==> config.mk <==
export PLATFORM = sky130hd
export DESIGN_NAME = lif_neuron
export DESIGN_NICKNAME = d
export VERILOG_FILES = /design/src/rtl/snn_pkg.sv /design/src/rtl/lif_leak_sat.sv /design/src/rtl/lif_neuron.sv
export SDC_FILE = /design/constraint.sdc
export NUM_CORES = 1
export LEC_CHECK = 0
export ABC_AREA = 0
export ABC_CLOCK_PERIOD_IN_PS = 4090
export BUFFER_PORTS_ARGS = -buffer_cell sky130_fd_sc_hd__buf_4
export CAP_MARGIN = 40
export CORE_ASPECT_RATIO = 0.75
export CORE_MARGIN = 5
export CORE_UTILIZATION = 38
export DETAILED_ROUTE_END_ITERATION = 6
export PLACE_DENSITY_LB_ADDON = 0.3
export SLEW_MARGIN = 0
export SYNTH_ARGS = -nofsm -noshare
export SYNTH_HDL_FRONTEND = slang
export SYNTH_SLANG_ARGS = --single-unit
==> constraint.sdc <==
create_clock -name clk -period 4.09 [get_ports clk]
set_clock_uncertainty 0.05 [all_clocks]
set_input_delay 0.409 -clock clk [delete_from_list [all_inputs] [get_ports clk]]
set_output_delay 0.409 -clock clk [all_outputs]
set_load 0.005 [all_outputs]
==> src/rtl/snn_pkg.sv <==
// Shared types and constants for the spiking-neuron datapath.
package snn_pkg;

   localparam int unsigned VMEM_W = 16;
   localparam int unsigned CNT_W  = 8;

   localparam logic [VMEM_W-1:0] VMEM_MAX = 16'hFFFF;

   typedef enum logic {
      INTEG  = 1'b0,
      REFRAC = 1'b1
   } lif_state_e;

   // Increment that sticks at the top of the range.
   function automatic logic [VMEM_W-1:0] sat_inc(input logic [VMEM_W-1:0] x);
      return (x == VMEM_MAX) ? x : x + VMEM_W'(1);
   endfunction

endpackage

==> src/rtl/lif_leak_sat.sv <==
// Membrane update: subtract the shift-based leak, add the gated input, clamp at full scale.
module lif_leak_sat
   import snn_pkg::*;
#(
   parameter int unsigned LEAK_SHIFT = 4
) (
   input  logic [VMEM_W-1:0] i_vmem,
   input  logic [VMEM_W-1:0] i_current,
   output logic [VMEM_W-1:0] o_v_next
);

   logic [VMEM_W-1:0] w_leaked;
   logic [VMEM_W:0]   w_sum;

   // Leak never underflows since vmem >> k <= vmem; the add is carried into bit 16.
   always_comb begin
      w_leaked = i_vmem - (i_vmem >> LEAK_SHIFT);
      w_sum    = {1'b0, w_leaked} + {1'b0, i_current};
      o_v_next = w_sum[VMEM_W] ? VMEM_MAX : w_sum[VMEM_W-1:0];
   end

endmodule

==> src/rtl/lif_neuron.sv <==
// Leaky integrate-and-fire neuron with refractory period and saturating spike counter.
module lif_neuron
   import snn_pkg::*;
#(
   parameter logic [15:0] THRESHOLD     = 16'd1000,
   parameter int unsigned LEAK_SHIFT    = 4,
   parameter int unsigned REFRAC_CYCLES = 3
) (
   input  logic              clk,
   input  logic              rst,
   input  logic              in_valid,
   input  logic [VMEM_W-1:0] in_current,
   output logic              in_ready,
   output logic              spike,
   output logic [VMEM_W-1:0] vmem,
   output logic [VMEM_W-1:0] spike_count
);

   localparam logic [CNT_W-1:0] REFRAC_LOAD = CNT_W'(REFRAC_CYCLES);
   localparam bit               HAS_REFRAC  = (REFRAC_CYCLES != 0);

   lif_state_e        r_state;
   logic [CNT_W-1:0]  r_refrac_cnt;
   logic [VMEM_W-1:0] r_vmem;
   logic              r_spike;
   logic [VMEM_W-1:0] r_spike_count;

   lif_state_e        w_state_nx;
   logic [CNT_W-1:0]  w_refrac_cnt_nx;
   logic [VMEM_W-1:0] w_vmem_nx;
   logic              w_spike_nx;
   logic [VMEM_W-1:0] w_spike_count_nx;
   logic [VMEM_W-1:0] w_current_gated;
   logic [VMEM_W-1:0] w_v_next;

   assign in_ready        = (r_state == INTEG);
   assign w_current_gated = (in_valid && in_ready) ? in_current : '0;

   lif_leak_sat #(
      .LEAK_SHIFT (LEAK_SHIFT)
   ) u_leak_sat (
      .i_vmem    (r_vmem),
      .i_current (w_current_gated),
      .o_v_next  (w_v_next)
   );

   // Next-state and next-output decode.
   always_comb begin
      w_state_nx       = r_state;
      w_refrac_cnt_nx  = r_refrac_cnt;
      w_vmem_nx        = r_vmem;
      w_spike_nx       = 1'b0;
      w_spike_count_nx = r_spike_count;
      case (r_state)
         INTEG: begin
            if (w_v_next >= THRESHOLD) begin
               w_spike_nx       = 1'b1;
               w_vmem_nx        = '0;
               w_spike_count_nx = sat_inc(r_spike_count);
               if (HAS_REFRAC) begin
                  w_state_nx      = REFRAC;
                  w_refrac_cnt_nx = REFRAC_LOAD;
               end
            end else begin
               w_vmem_nx = w_v_next;
            end
         end
         REFRAC: begin
            w_vmem_nx       = '0;
            w_refrac_cnt_nx = r_refrac_cnt - CNT_W'(1);
            if (r_refrac_cnt <= CNT_W'(1)) begin
               w_state_nx = INTEG;
            end
         end
         default: begin
            w_state_nx = INTEG;
         end
      endcase
   end

   always_ff @(posedge clk) begin
      if (rst) begin
         r_state       <= INTEG;
         r_refrac_cnt  <= '0;
         r_vmem        <= '0;
         r_spike       <= 1'b0;
         r_spike_count <= '0;
      end else begin
         r_state       <= w_state_nx;
         r_refrac_cnt  <= w_refrac_cnt_nx;
         r_vmem        <= w_vmem_nx;
         r_spike       <= w_spike_nx;
         r_spike_count <= w_spike_count_nx;
      end
   end

   assign vmem        = r_vmem;
   assign spike       = r_spike;
   assign spike_count = r_spike_count;

endmodule
==> results.cfg, run 1 <==
[place]
port_buffers = 52
dpl_cell_area_mm2 = 0.00406
pre_cts_slack_ns = -0.609
gp_congestion = 0.862
hpwlAfterDp_um = 6720

[global_route]
antenna_found_initial = 0
grt_pass1_vias = 3060
grtUsageTotal_pct = 17.3
grt_pass1_wl_um = 14400
grt_overflow = 0
grt_max_degree = 29

[critical_path]
path_buf_inv = 3
crit_required_ns = 4.27
arrival_ns = 4.77
start_kind = flop
worstPathCellList = inv_2 > ha_4 > fa_2 > nor2b_2 > o21ai_2 > a21boi_2 > o21ai_1 > nor2b_4 > xnor2_1 > ha_1 > a2111oi_4 > o21ai_2 > a31o_2 > a21oi_2 > xor2_2 > or3b_1 > o2111a_2 > buf_12 > clkbuf_16 > or4_1 > a21oi_1
cp_slowest_cell = or4_1
cp_slowest_stage_delay_ns = 0.43
crit_path_frequent_cell = o21ai_2
crit_family = compound AO/OA/AOI/OAI gates
end_kind = flop
critPathKind = reg2reg
cp_max_fo = 7

[synthesis]
syn_area_per_cell_um2 = 8.06
ys.warnings.count = 0
netlist_area_mm2 = 0.00311
async_flop_share_pct = 0
synth.area.top_cells = dfxtp_1 (27%), ha_1 (12%), a21oi_1 (7.2%)
ys_types = 53
synth-seq-cells = 42
synth_edf_count = 0
seq_area_frac_synth_pct = 27.0
synth_top_area_share_pct = 27.0
synth-main-ff-cell = dfxtp_1
synthCells = 386
synth_top_area_cell = dfxtp_1

[timing]
drv_slew = 0
setup_ws_ns = -0.497
finalSetupViolations = 36
slew_headroom_pct = 54.0
rsz0062_at_grt = yes
fin_crit_sh_pct = 112
fmax_mhz = 218
hold_violations = 0
tightest_slew_ns = 0.686
min_period_ns = 4.59
whs_ns = 0.429

[status]
status = finished with violations
failed_checks = setup timing

[cts]
clk_pin_slew_ns = 0.08
cts_max_level = 2
ctsRootBufferMaster = clkbuf_8
cts.sinks = 42
cts_tree = built
clk-insertion-delay-late_ns = 0.29
clock_path_buffers = 2
cts-buffers-inserted = 5

[floorplanning]
io_pins = 53
start_util_pct = 39.3
die_h_um = 88.3
die_area_mm2 = 0.0101
row_count = 28
die_x_um = 114
core_area_mm2 = 0.00792

[power_and_ir_drop]
peakVddDrop_v = 0.000142
p_leak_nw = 2.03
powerDensity_mw_per_mm2 = 255
power_w = 0.00118

[drt]
drc = 0
vias = 3205
drtIter0Drc = 179
viasPerCell = 5.23
wl_met2_um = 4270
first_pass_iters = 4
finalWirelength_um = 9200
routedWlPerCell_um = 15.0
m1WireLength_um = 4410
topRoutingLayerUsed = met4
ant_nets = 0
dr_wl_met3_um = 416

[cells_and_area]
seq_area_um2 = 843
syn_to_final_growth_pct = 49.3
drive_above_1_share_pct = 39.2
multi_input_area_mm2 = 0.00245
fill_cells = 735
fin_area_mm2 = 0.00464
nets = 559
diodes = 0

[flow_run]
maxCapViolations = 0

[hold_path]
min_path_type = reg2reg
[state kept, by name, indices dropped and copies added, names as in the netlist]
signal	cells
vmem	16
r_state	1
r_refrac_cnt	8
spike_count	16
spike	1
[per-stage QoR]
| step | util (%) | cells | setup TNS [ns] |
|---|---|---|---|
| CTS | 53.9 | 600 | -12.57 |
| floorplan | - | 391 | -0.603 |
| finish | 58.6 | 613 | -12.84 |
| detailed placement | 51.2 | 590 | -13.43 |
| global placement | 51.2 | 590 | -7.69 |
| global route | 58.6 | 613 | -19.53 |
[worst register-to-register path: cells and delay by family (launching register included)]
family | cells | cell delay [ns]
compound gates | 9 | 1.62
simple gates | 4 | 1.09
flops | 1 | 0.34
buf+inv | 3 | 0.34
xor+xnor | 2 | 0.21
fa+ha+maj | 3 | 0.85
[cells by family (layout without fill, tap and decap cells)]
| logic type | count (synthesis) | after routing | share of synthesized area (%) |
|---|---|---|---|
| AND/OR/NAND/NOR | 142 | 143 | 24.3 |
| AO/OA/AOI/OAI | 96 | 96 | 19.6 |
| flip-flops | 42 | 42 | 27.0 |
| buffers and inverters | 39 | 155 | 5.35 |
| adder cells (fa/ha/maj) | 33 | 33 | 13.8 |
| XOR/XNOR | 26 | 26 | 7.32 |
| multiplexers | 7 | 7 | 2.49 |
| other | 1 | 6 | 0.121 |
[power by group]
group          internal (W)  switching [W]  total, W
sequential         0.000426      0.0000180  0.000444
clock              0.000182       0.000149  0.000331
combinational      0.000201       0.000206  0.000407
total              0.000809       0.000372   0.00118
[final timing paths]
kind                                       from               to  slack [ns]  cells past startpoint
worst max-delay path                    vmem[0]   spike_count[9]       -0.50                     21
worst min-delay path            r_refrac_cnt[5]  r_refrac_cnt[5]        0.43                      2
worst max register to register          vmem[0]   spike_count[9]       -0.50                     21
worst min register to register  r_refrac_cnt[5]  r_refrac_cnt[5]        0.43                      2
[what timing repair did]
item | in CTS | in global routing
setup buffers | 1 | 10
gates resized for setup | 12 | 56
pin swaps | 2 | 35
endpoints found under the setup margin | 36 | 36
hold buffers | 0 | 0
cloned | 1 | 3
[metal layers]
layer	GRT usage (%)	vias up
li1	-	1607
met1	23.8	1518
met2	28.6	67
met3	3.55	13
met4	2.91	0
met5	0	-
[synthesized netlist by cell type, drive strengths merged (5+ instances only)]
cell	count
or4	10
nor3	12
nor2	30
a21o	5
ha	31
inv	29
mux2	6
xor2	9
dfxtp	42
o31ai	8
xnor2	17
clkbuf	6
and2	16
a21oi	45
nand3	12
nand2	29
o21ai	14
and3	6
nor2b	12
[placed cells by master (no fill, tap or decap), types with 4 or more instances in the layout]
| master | instances |
|---|---|
| nand3_1 | 10 |
| ha_1 | 30 |
| nand2_1 | 26 |
| conb_1 | 6 |
| clkbuf_8 | 5 |
| xor2_1 | 7 |
| inv_1 | 26 |
| nor2_1 | 28 |
| nor3_4 | 4 |
| o21ai_0 | 6 |
| and3_1 | 6 |
| o21ai_2 | 4 |
| nor2b_1 | 8 |
| or4_1 | 9 |
| a21oi_2 | 21 |
| and2_1 | 16 |
| a21o_1 | 5 |
| nor3_1 | 6 |
| xnor2_1 | 16 |
| o21ai_1 | 4 |
| o31ai_1 | 8 |
| dfxtp_1 | 40 |
| a21oi_1 | 23 |
| buf_4 | 109 |
| mux2_4 | 5 |
[layout make-up]
class / instances / area share, %
repair buffers: 118 / 21.4
well taps: 105 / 2.83
flip-flops and latches: 42 / 18.2
inverters: 29 / 2.35
multi-input cells: 311 / 52.9
clock inverters: 2 / 0.809
clock buffers: 6 / 1.56
Note: power is estimated with default switching activity, not from simulation.
==> run 2, diff against run 1 <==
--- a/config.mk
+++ b/config.mk
@@ -7,5 +7,5 @@
 export LEC_CHECK = 0
 export ABC_AREA = 0
-export ABC_CLOCK_PERIOD_IN_PS = 4090
+export ABC_CLOCK_PERIOD_IN_PS = 5080
 export BUFFER_PORTS_ARGS = -buffer_cell sky130_fd_sc_hd__buf_4
 export CAP_MARGIN = 40
==> constraint.sdc (replaced) <==
create_clock -name clk -period 5.08 [get_ports clk]
set_clock_uncertainty 0.05 [all_clocks]
set_input_delay 0.254 -clock clk [delete_from_list [all_inputs] [get_ports clk]]
set_output_delay 0.254 -clock clk [all_outputs]
set_load 0.005 [all_outputs]
==> results.cfg, run 2 (synthesis gave the netlist of run 1 again) <==
[critical_path]
crit_family = compound AO/OA/AOI/OAI gates
end_kind = flop
cp_slowest_cell = or4_1
cp_max_fo = 8
reg2reg_from = vmem[0]
worstPathCellList = inv_1 > ha_1 > fa_1 > nor2b_1 > o21ai_0 > a21boi_1 > o21ai_1 > a21oi_1 > a21oi_1 > a21oi_1 > nor2_1 > xnor2_1 > ha_1 > nand2_1 > nand2_1 > a21oi_1 > o211ai_1 > and3_1 > o2111a_1 > o2111a_2 > buf_4 > or4_1 > a21oi_2
path_buf_inv = 2
arrival_ns = 4.90
critPathLaunch = vmem[0]
cp_slowest_stage_delay_ns = 0.51
crit_path_frequent_cell = a21oi_1
critPathKind = reg2reg
start_kind = flop
crit_required_ns = 5.26

[cts]
clock_path_buffers = 2
cts_max_level = 2
cts.sinks = 42
cts_tree = built
clk-insertion-delay-late_ns = 0.29
hold_buffers = 0
clk_pin_slew_ns = 0.08
ctsRootBufferMaster = clkbuf_8
cts-buffers-inserted = 5

[hold_path]
hp-start = rst
min_path_type = in2reg

[cells_and_area]
final_common_cell = buf_4
nets = 513
syn_to_final_growth_pct = 24.6
final_cell_mix = buf_4 (71), a21oi_1 (43), dfxtp_1 (42)
drive_above_1_share_pct = 21.3
diodes = 0

[floorplanning]
die_h_um = 88.3
start_util_pct = 39.3
row_count = 28
core_area_mm2 = 0.00792
die_x_um = 114
io_pins = 53
die_area_mm2 = 0.0101

[drt]
vias = 2962
routedWlPerCell_um = 14.2
drtIter0Drc = 132
viasPerCell = 5.23
drc = 0
first_pass_iters = 4
ant_nets = 0
finalWirelength_um = 8010

[power_and_ir_drop]
peakVddDrop_v = 0.000105
power_w = 0.000815
powerDensity_mw_per_mm2 = 210
p_leak_nw = 1.73

[timing]
drv_slew = 0
fmax_mhz = 212
min_period_ns = 4.72
finalSetupViolations = 0
fin_crit_sh_pct = 92.9
setup_tns_ns = 0
rsz0062_at_grt = no
hold_violations = 0

[global_route]
grt_pass1_vias = 2845
grt_pass1_wl_um = 12900
antenna_found_initial = 0
grtUsageTotal_pct = 15.4
grt_overflow = 0
grt_max_degree = 29

[flow_run]
maxCapViolations = 0

[status]
status = complete, no violations

[place]
gp_congestion = 0.842
port_buffers = 52
hpwlAfterDp_um = 6190
[run 2: changes by cell type in the layout (fill, tap and decap cells not counted), moves of 4 or more]
cell,previous run,this run
a21oi_1,23,43
a21oi_2,21,2
buf_4,109,71
mux2_2,1,6
mux2_4,5,0
nor2b_1,8,12
nor3_1,6,11
nor3_4,4,0
[run 2: layout make-up]
type / instances / area, um^2
repair buffers: 72 / 553
multi-input cells: 311 / 2160
flip-flops and latches: 42 / 841
fillers: 782 / 4040
clock buffers: 5 / 68.8
well taps: 105 / 131
clock inverters: 2 / 10.0
inverters: 29 / 109
[run 2: where the power goes]
| part | leakage (nW) | total (W) | switching, W | internal, W |
|---|---|---|---|---|
| registers | 0.343 | 0.000358 | 0.0000148 | 0.000343 |
| clock network | 0.0438 | 0.000204 | 0.000111 | 0.0000923 |
| logic | 1.34 | 0.000254 | 0.000139 | 0.000115 |
| total | 1.73 | 0.000815 | 0.000265 | 0.000550 |
[run 2: worst paths after layout]
check                    end  slack, ns  cells after the start
min           spike_count[2]       0.28                      2
max          spike_count[11]       0.36                     23
max reg2reg  spike_count[11]       0.36                     23
min reg2reg  r_refrac_cnt[5]       0.43                      2
[run 2: repair_timing]
item / in CTS / in global routing
buffers inserted: 0 / 3
setup endpoints to repair: 0 / 36
gates resized for setup: 0 / 11
[run 2: routing by layer]
layer	vias up	GRT usage, %	share of wire (%)
met1	1370	21.5	51
li1	1515	-	-
met4	0	3.02	0.95
met3	8	3.08	5.3
met5	-	0	0
met2	69	24.7	43
[run 2: through the flow]
step / hold slack (ns) / instance area, um^2 / setup slack (ns) / utilization, % / cells
after floorplan: 0.395 / 3130 / 0.565 / - / 391
after global routing: 0.308 / 3870 / 0.00460 / 48.9 / 566
after CTS: 0.283 / 3810 / 0.0514 / 48.1 / 562
after global placement: 0.415 / 3720 / 0.219 / 47.0 / 554
after detailed placement: 0.424 / 3730 / 0.0751 / 47.1 / 555
final: 0.285 / 3870 / 0.359 / 48.9 / 566
==> run 3, diff against run 2 <==
GPL_TIMING_DRIVEN = 0   (was default)
==> results.cfg, run 3 (synthesis gave the netlist of run 1 again) <==
[status]
status = complete, no violations

[cts]
cts_tree = built
hold_buffers = 0
cts-buffers-inserted = 5
ctsRootBufferMaster = clkbuf_8
clk-insertion-delay-late_ns = 0.30
clk_pin_slew_ns = 0.08
cts.sinks = 42
clock_path_buffers = 2
cts_max_level = 2

[cells_and_area]
drive_above_1_share_pct = 19.6
post-route-util_pct = 48.3
final_cell_mix = buf_4 (55), a21oi_1 (42), dfxtp_1 (42)
final_common_cell = buf_4
multi_input_area_mm2 = 0.00217
seq_area_um2 = 841
syn_to_final_growth_pct = 23.0
diodes = 0
final_cells = 558
fill_cells = 793
nets = 504
fin_area_mm2 = 0.00382

[place]
hpwlAfterDp_um = 5950
post-place-cells = 547
dpl_cell_area_mm2 = 0.00364
gp_congestion = 0.834
port_buffers = 51

[global_route]
antenna_found_initial = 0
grt_pass1_vias = 2761
grt_max_degree = 14
grtUsageTotal_pct = 15.2
grt_overflow = 0
grt_pass1_wl_um = 12600

[power_and_ir_drop]
switching_share_pct = 31.2
combPwrFrac_pct = 28.2
peakVddDrop_v = 0.000115
internal-power_w = 0.000595
power_switching_w = 0.000270
power_frac_seq_pct = 41.2
p_leak_nw = 1.67
power_w = 0.000865
p_clk_share_pct = 30.6
powerDensity_mw_per_mm2 = 226

[critical_path]
cp_max_fo = 10
end_kind = flop
arrival_ns = 4.92
crit_family = compound AO/OA/AOI/OAI gates
cp.depth = 21
critPathKind = reg2reg
crit_required_ns = 5.22
cp_slowest_cell = dfxtp_1
start_kind = flop
cp_slowest_stage_delay_ns = 0.45
reg2reg_depth = 21
path_buf_inv = 3
worstPathCellList = inv_1 > ha_1 > nor2b_1 > o21ai_0 > a21boi_1 > o21ai_1 > a211oi_2 > a21o_1 > a21oi_1 > xnor2_1 > ha_1 > a21oi_1 > inv_1 > a31oi_2 > o221ai_1 > a21o_1 > and3b_1 > o2111a_1 > buf_4 > nor3_1 > mux2_2

[drt]
drtIter0Drc = 131
vias = 2869
drc = 0
finalWirelength_um = 7650
viasPerCell = 5.14
first_pass_iters = 4
ant_nets = 0
routedWlPerCell_um = 13.7

[timing]
fmax_mhz = 209
setup_tns_ns = 0
finalSetupViolations = 0
hold_violations = 0
tightest_slew_ns = 0.828
rsz0062_at_grt = no
fin_crit_sh_pct = 94.0
drv_slew = 0
min_period_ns = 4.78
slew_headroom_pct = 44.8

[floorplanning]
die_h_um = 88.3
io_pins = 53
row_count = 28
die_x_um = 114
start_util_pct = 39.3
core_area_mm2 = 0.00792
die_area_mm2 = 0.0101

[hold_path]
min_path_type = in2reg
hold_depth = 5

[flow_run]
maxCapViolations = 0
-- run 3: cell types whose count changed in the layout (fill, tap and decap cells not counted), sizes merged --
cell and change:
buf -14, bufinv +1, o2111a -1, clkbuf +6
-- run 3: layout make-up --
cell class | count | area share [%]
flip-flops and latches | 42 | 22.0
multi-input cells | 310 | 56.8
plain buffers | 10 | 1.51
inverters | 29 | 2.85
clock inverters | 3 | 1.05
well taps | 105 | 3.44
repair buffers | 54 | 10.6
clock buffers | 5 | 1.80
-- run 3: final timing paths --
kind / from / endpoint / slack (ns)
worst max-delay path: vmem[5] / spike_count[12] / 0.30
worst min-delay path: in_current[0] / vmem[0] / 0.37
worst max register to register: vmem[5] / spike_count[12] / 0.30
worst min register to register: r_refrac_cnt[7] / r_refrac_cnt[7] / 0.43
-- run 3: tightest hold or removal path, delay by kind of cell --
kind                     cells  cell delay (ns)
buffers and inverters        2             0.11
AND/OR/NAND/NOR              1             0.10
AO/OA/AOI/OAI                1             0.10
adder cells (fa/ha/maj)      1             0.12
-- run 3: power by group through the flow --
stage	registers [W]	clock network [W]	logic, W
after floorplan	0.000362	0	0.000165
after global placement	0.000364	0	0.000224
after detailed placement	0.000364	0	0.000228
after CTS	0.000357	0.000271	0.000230
after global routing	0.000359	0.000286	0.000272
final	0.000356	0.000264	0.000244
-- run 3: metrics by stage --
step,worst slack [ns],hold slack (ns)
final,0.303,0.374
after global routing,0.00327,0.418
after CTS,0.0549,0.374
after detailed placement,-0.107,0.422
after global placement,-0.0706,0.413
after floorplan,0.565,0.395
-- run 3: repair_timing --
action,CTS,global route
setup endpoints to repair,6,34
buffers inserted,0,3
pin swaps,0,4
gates cloned,0,0
endpoints found under the hold margin,0,0
resized for setup,3,13
-- run 3: routing by layer --
layer	part of all wire, %	GRT usage [%]	vias up
li1	-	-	1495
met1	49	21.0	1294
met2	45	24.9	72
met3	5.4	2.87	8
met4	0.89	2.91	0
met5	0	0	-
